$ cat config.mk
export PLATFORM = sky130hd
export DESIGN_NAME = router_output_arbiter
export DESIGN_NICKNAME = d
export VERILOG_FILES = /design/src/rtl/router_pkg.sv /design/src/rtl/rr_arbiter.sv /design/src/rtl/router_output_arbiter.sv
export SDC_FILE = /design/constraint.sdc
export NUM_CORES = 1
export LEC_CHECK = 0
export ABC_AREA = 1
export BUFFER_PORTS_ARGS = -buffer_cell sky130_fd_sc_hd__buf_4
export CORE_MARGIN = 2
export CORE_UTILIZATION = 33
export DETAILED_ROUTE_END_ITERATION = 10
export GPL_ROUTABILITY_DRIVEN = 1
export PLACE_DENSITY_LB_ADDON = 0.12
export SLEW_MARGIN = 20
export SYNTH_ARGS = -nofsm -noshare
export SYNTH_HDL_FRONTEND = slang
export SYNTH_SLANG_ARGS = --single-unit
$ cat constraint.sdc
create_clock -name clk -period 7.45 [get_ports clk]
set_clock_uncertainty 0.05 [all_clocks]
set_input_delay 0 -clock clk [delete_from_list [all_inputs] [get_ports clk]]
set_output_delay 0 -clock clk [all_outputs]
set_load 0.03 [all_outputs]
$ cat src/rtl/router_pkg.sv
// ============================================================================
// router_pkg : router-wide widths, port ids and flit type
// Revision   : 1.0
// ============================================================================
`default_nettype none

package router_pkg;

  localparam int DATA_W    = 64;
  localparam int NUM_PORTS = 5;

  localparam int PORT_N = 0;
  localparam int PORT_E = 1;
  localparam int PORT_S = 2;
  localparam int PORT_W = 3;
  localparam int PORT_L = 4;

  typedef logic [DATA_W-1:0] flit_t;

endpackage

`default_nettype wire

$ cat src/rtl/rr_arbiter.sv
// ============================================================================
// rr_arbiter : combinational one-hot round-robin pick starting at ptr
// Revision   : 1.0
// ============================================================================
`default_nettype none

module rr_arbiter #(
  parameter int NUM_REQ = 5,
  parameter int PTR_W   = (NUM_REQ > 1) ? $clog2(NUM_REQ) : 1
) (
  input  logic [NUM_REQ-1:0] req,
  input  logic [PTR_W-1:0]   ptr,
  output logic [NUM_REQ-1:0] grant
);

  int   idx;
  logic found;

  // Scan NUM_REQ slots starting at ptr, wrapping past the top index.
  always_comb begin
    grant = '0;
    found = 1'b0;
    idx   = 0;
    for (int k = 0; k < NUM_REQ; k++) begin
      idx = int'(ptr) + k;
      if (idx >= NUM_REQ) idx = idx - NUM_REQ;
      if (!found && req[idx]) begin
        grant[idx] = 1'b1;
        found      = 1'b1;
      end
    end
  end

endmodule

`default_nettype wire

$ cat src/rtl/router_output_arbiter.sv
// ============================================================================
// router_output_arbiter : per-output round-robin arbiter with two one-flit VCs
// Revision              : 1.0
// ============================================================================
`default_nettype none

module router_output_arbiter #(
  parameter int NUM_REQ = router_pkg::NUM_PORTS,
  parameter int DATA_W  = router_pkg::DATA_W
) (
  input  logic                      clk,
  input  logic                      reset,
  input  logic                      polarity,
  input  logic [NUM_REQ-1:0]        req,
  input  logic [NUM_REQ*DATA_W-1:0] req_data,
  output logic [NUM_REQ-1:0]        grant,
  input  logic                      out_ready,
  output logic                      out_send,
  output logic [DATA_W-1:0]         out_data,
  output logic [1:0]                vc_full
);

  import router_pkg::*;

  localparam int PTR_W = (NUM_REQ > 1) ? $clog2(NUM_REQ) : 1;

  logic [1:0]        vc_valid;
  logic [DATA_W-1:0] vc_data [2];
  logic [PTR_W-1:0]  rr_ptr  [2];

  logic              fill_vc;
  logic              drain_vc;
  logic [NUM_REQ-1:0] arb_grant;
  logic [PTR_W-1:0]  grant_idx;
  logic [DATA_W-1:0] grant_data;

  assign fill_vc  = polarity;
  assign drain_vc = ~polarity;
  assign vc_full  = vc_valid;

  rr_arbiter #(
    .NUM_REQ (NUM_REQ),
    .PTR_W   (PTR_W)
  ) u_rr_arbiter (
    .req   (req),
    .ptr   (rr_ptr[fill_vc]),
    .grant (arb_grant)
  );

  // A full fill VC blocks all grants; reset masks grant asynchronously.
  always_comb begin
    grant = arb_grant;
    if (reset || vc_valid[fill_vc]) grant = '0;
  end

  always_comb begin
    grant_idx  = '0;
    grant_data = '0;
    for (int i = 0; i < NUM_REQ; i++) begin
      if (grant[i]) begin
        grant_idx  = PTR_W'(i);
        grant_data = req_data[i*DATA_W +: DATA_W];
      end
    end
  end

  always_ff @(posedge clk or posedge reset) begin
    if (reset) begin
      vc_valid   <= 2'b00;
      vc_data[0] <= '0;
      vc_data[1] <= '0;
      rr_ptr[0]  <= '0;
      rr_ptr[1]  <= '0;
      out_send   <= 1'b0;
      out_data   <= '0;
    end else begin
      if (|grant) begin
        vc_data[fill_vc]  <= grant_data;
        vc_valid[fill_vc] <= 1'b1;
        rr_ptr[fill_vc]   <= (grant_idx == PTR_W'(NUM_REQ-1)) ? '0 : grant_idx + 1'b1;
      end
      // Fill and drain always address opposite VCs, so both may act this edge.
      if (vc_valid[drain_vc] && out_ready) begin
        out_data           <= vc_data[drain_vc];
        out_send           <= 1'b1;
        vc_valid[drain_vc] <= 1'b0;
      end else begin
        out_data <= '0;
        out_send <= 1'b0;
      end
    end
  end

endmodule

`default_nettype wire

==> impl_metrics.py <==
metrics = {
    "min_path": {
        "hold_class": "primary input to flip-flop",
        "min_path_cells": 7,
        "min_to": "vc_data[64]",
        "hp-start": "req_data[128]",
    },
    "clock_network": {
        "cts_max_path_buffers": 3,
        "cts_hold_buffers": 141,
        "ctsResizeCount": 0,
        "cts_tree": "yes",
        "clkTransAtPathRegs_ps": 50,
        "cts_setup_buffers": 0,
        "numCtsBuffers": 24,
        "cts_max_level": 1,
        "cts_sinks": 201,
        "insertion_delay_ps": 510,
        "cts_root_buf": "clkbuf_16",
    },
    "drt": {
        "num_vias": 13169,
        "drcViolationCount": 0,
        "drt_first_pass_iters": 5,
        "drtAntennaViolNets": 0,
        "wl_um": 43490,
        "avgViaCountPerCell": 4.749,
        "drt_iter0_drc": 778,
        "route.detailed.wl_per_inst_um": 15.68,
    },
    "yosys": {
        "synth-edff-count": 0,
        "synth_cells": 1801,
        "netlist.area_leader.share_pct": 41.71,
        "synth-async-reset-ratio_pct": 100.0,
        "synth_cell_types": 32,
        "synth_area_leader_cell": "dfrtp_1",
        "syn_area_mm2": 0.01206,
        "syn_area_per_cell_um2": 6.695,
        "yosysMostFrequentCell": "nand2_1",
        "syn-num-nets": 2149,
        "yosysWarnings": 0,
        "synth_ff_type": "dfrtp_1",
        "synth_seq_cells": 201,
        "ys_seq_area_share_pct": 41.71,
        "yosys-top-cells-count": "828 x nand2_1, 224 x nand3_1, 201 x dfrtp_1",
        "synthTopCellsByArea": "dfrtp_1 42%, nand2_1 26%, nand3_1 9.3%",
    },
    "worst_setup_path": {
        "crit_required_ps": 7850,
        "reg2reg_slack_ps": 1260,
        "crit_path_start_kind": "primary input",
        "cp.arrival_ps": 6790,
        "critPathTopFamily": "buffers and inverters",
        "rr_worst_depth": 24,
        "timing.rr.start": "rr_ptr[4]",
        "crit_top_cell": "nand2_1",
        "cpPeakStageDelay_ps": 830,
        "critPathSlowestCell": "inv_2",
        "crit_buf_inv": 7,
        "critPathKind": "primary input to flip-flop",
        "r2r_end": "vc_data[0]",
        "end_kind": "flip-flop",
        "crit_fanout": 51,
    },
    "timing": {
        "setup_viol": 0,
        "fmax_mhz": 156.4,
        "hold_viol_final": 0,
        "slew_headroom_pct": 27.50,
        "final_max_slew_viol_count": 0,
        "timing.final.crit_share_pct": 85.84,
        "min_period_ps": 6395,
        "grt_setup_unrepaired": "false",
        "worst_pin_slew_ps": 1087,
        "fin_setup_tns_ps": 0,
    },
    "power": {
        "p_comb_share_pct": 55.8,
        "seq_power_share_pct": 26.7,
        "p_clk_share_pct": 17.5,
        "internal_power_uw": 3460,
        "switchingPower_uw": 2958,
        "ir_drop_mv": 0.2343,
        "power.density_mw_per_mm2": 367.9,
        "swShare_pct": 46.09,
        "p_leak_uw": 0.009740,
    },
    "cells_and_area": {
        "antenna_cells": 0,
        "fin_nets": 2637,
        "stdcell_area_mm2": 0.01744,
        "drive_above_1_share_pct": 22.00,
        "syn2layout_area_growth_pct": 44.65,
    },
    "placed_design": {
        "place_hpwl_um": 29830,
        "place.port_buffers": 400,
        "gp_congestion": 0.8787,
        "dpl_cell_area_mm2": 0.01527,
    },
    "job": {
        "cap_violations": 0,
    },
    "floorplanning": {
        "dieArea_mm2": 0.03808,
        "die_h_um": 195.2,
        "initial_core_util_pct": 33.25,
        "pin_count": 401,
        "dieWidth_um": 195.2,
        "core_mm2": 0.03626,
        "rows": 70,
    },
    "global_route": {
        "grt_overflow": 0,
        "grt_pass1_vias": 13114,
        "grt_start_max_net_pins": 110,
        "antenna_found_initial": 0,
        "grt_use_total_pct": 22.44,
        "grt_pass1_wl_um": 69340,
    },
    "status": {
        "status": "complete, no violations",
    },
}
-- registers in the layout, indices dropped and copies added (netlist names) --
register  flops
out_data     64
out_send      1
rr_ptr        6
vc_data     128
vc_full       2
-- worst reg2reg max path, delay by kind of cell (launching register included) --
family                   cells  cell delay (ps)
AO/OA/AOI/OAI                2              970
adder cells (fa/ha/maj)      2              500
buffers and inverters        5             2110
flip-flops                   1              370
AND/OR/NAND/NOR             15             2090
-- power groups by stage --
stage                     Sequential (uW)  Clock, uW  Combinational (uW)
after floorplan                      1750          0                2240
after global placement               1720          0                3150
after detailed placement             1720          0                3180
after CTS                            1710       1150                3600
after global routing                 1760       1190                4010
final                                1720       1120                3580
-- cell type report --
| class | count | area, um^2 |
|---|---|---|
| clock buffer | 31 | 668.1 |
| sequential | 201 | 5030 |
| tap | 468 | 585.6 |
| fill | 3735 | 18820 |
| inverter | 123 | 470.5 |
| clock inverter | 11 | 88.84 |
| timing repair buffer | 561 | 4564 |
| multi-input combinational | 1378 | 6035 |
-- layer usage --
| metal | share of wire [%] | vias to the layer above | track usage [%] |
|---|---|---|---|
| li1 | - | 6569 | - |
| met1 | 45 | 6118 | 29.08 |
| met2 | 47 | 434 | 38.76 |
| met3 | 6.4 | 48 | 4.231 |
| met4 | 1.8 | 0 | 5.202 |
| met5 | 0 | - | 0 |
-- logic make-up after synthesis --
kind of cell / count (synthesis) / synth area share (%)
AOI/OAI and AO/OA: 92 / 4.078
buffers and inverters: 222 / 8.498
DFF: 201 / 41.71
and+or+nand+nor: 1265 / 43.47
xor gates and xnor gates: 2 / 0.2076
adders and majority gates: 19 / 2.034
-- per-stage QoR --
stage	total power (uW)	utilization (%)	setup slack, ps	hold slack, ps	cells
6_report	6417	48.10	1055	14.44	2773
5_1_grt	6966	48.10	409.9	64.69	2773
4_1_cts	6464	48.10	1012	10.64	2773
3_5_place_dp	4909	42.12	2005	170.0	2590
3_3_place_gp	4874	42.12	2149	162.7	2590
2_1_floorplan	3993	-	1352	118.4	1801
-- cells in the final DEF, fill, tap and decap left out, drive strengths merged --
master / n
nor2: 162
xor2: 2
bufinv: 1
nand3: 232
ha: 18
dfrtp: 201
nor3: 11
clkinvlp: 2
a21boi: 1
nand2: 847
or2: 1
nand4: 10
a21oi: 72
o21ai: 18
o31ai: 1
clkinv: 8
dlygate4sd3: 141
inv: 123
buf: 420
fa: 1
clkbuf: 31
nor4: 2
-- worst max path at each step --
stage / from / to / slack, ps / cells past startpoint
floorplan: reset / vc_data[10] / 1350 / 10
global placement: polarity / vc_data[50] / 2150 / 22
detailed placement: polarity / vc_data[49] / 2000 / 22
CTS: polarity / vc_data[0] / 1010 / 26
global route: polarity / vc_data[6] / 410 / 26
finish: polarity / vc_data[0] / 1050 / 26
(Power assumes the default switching activity.)
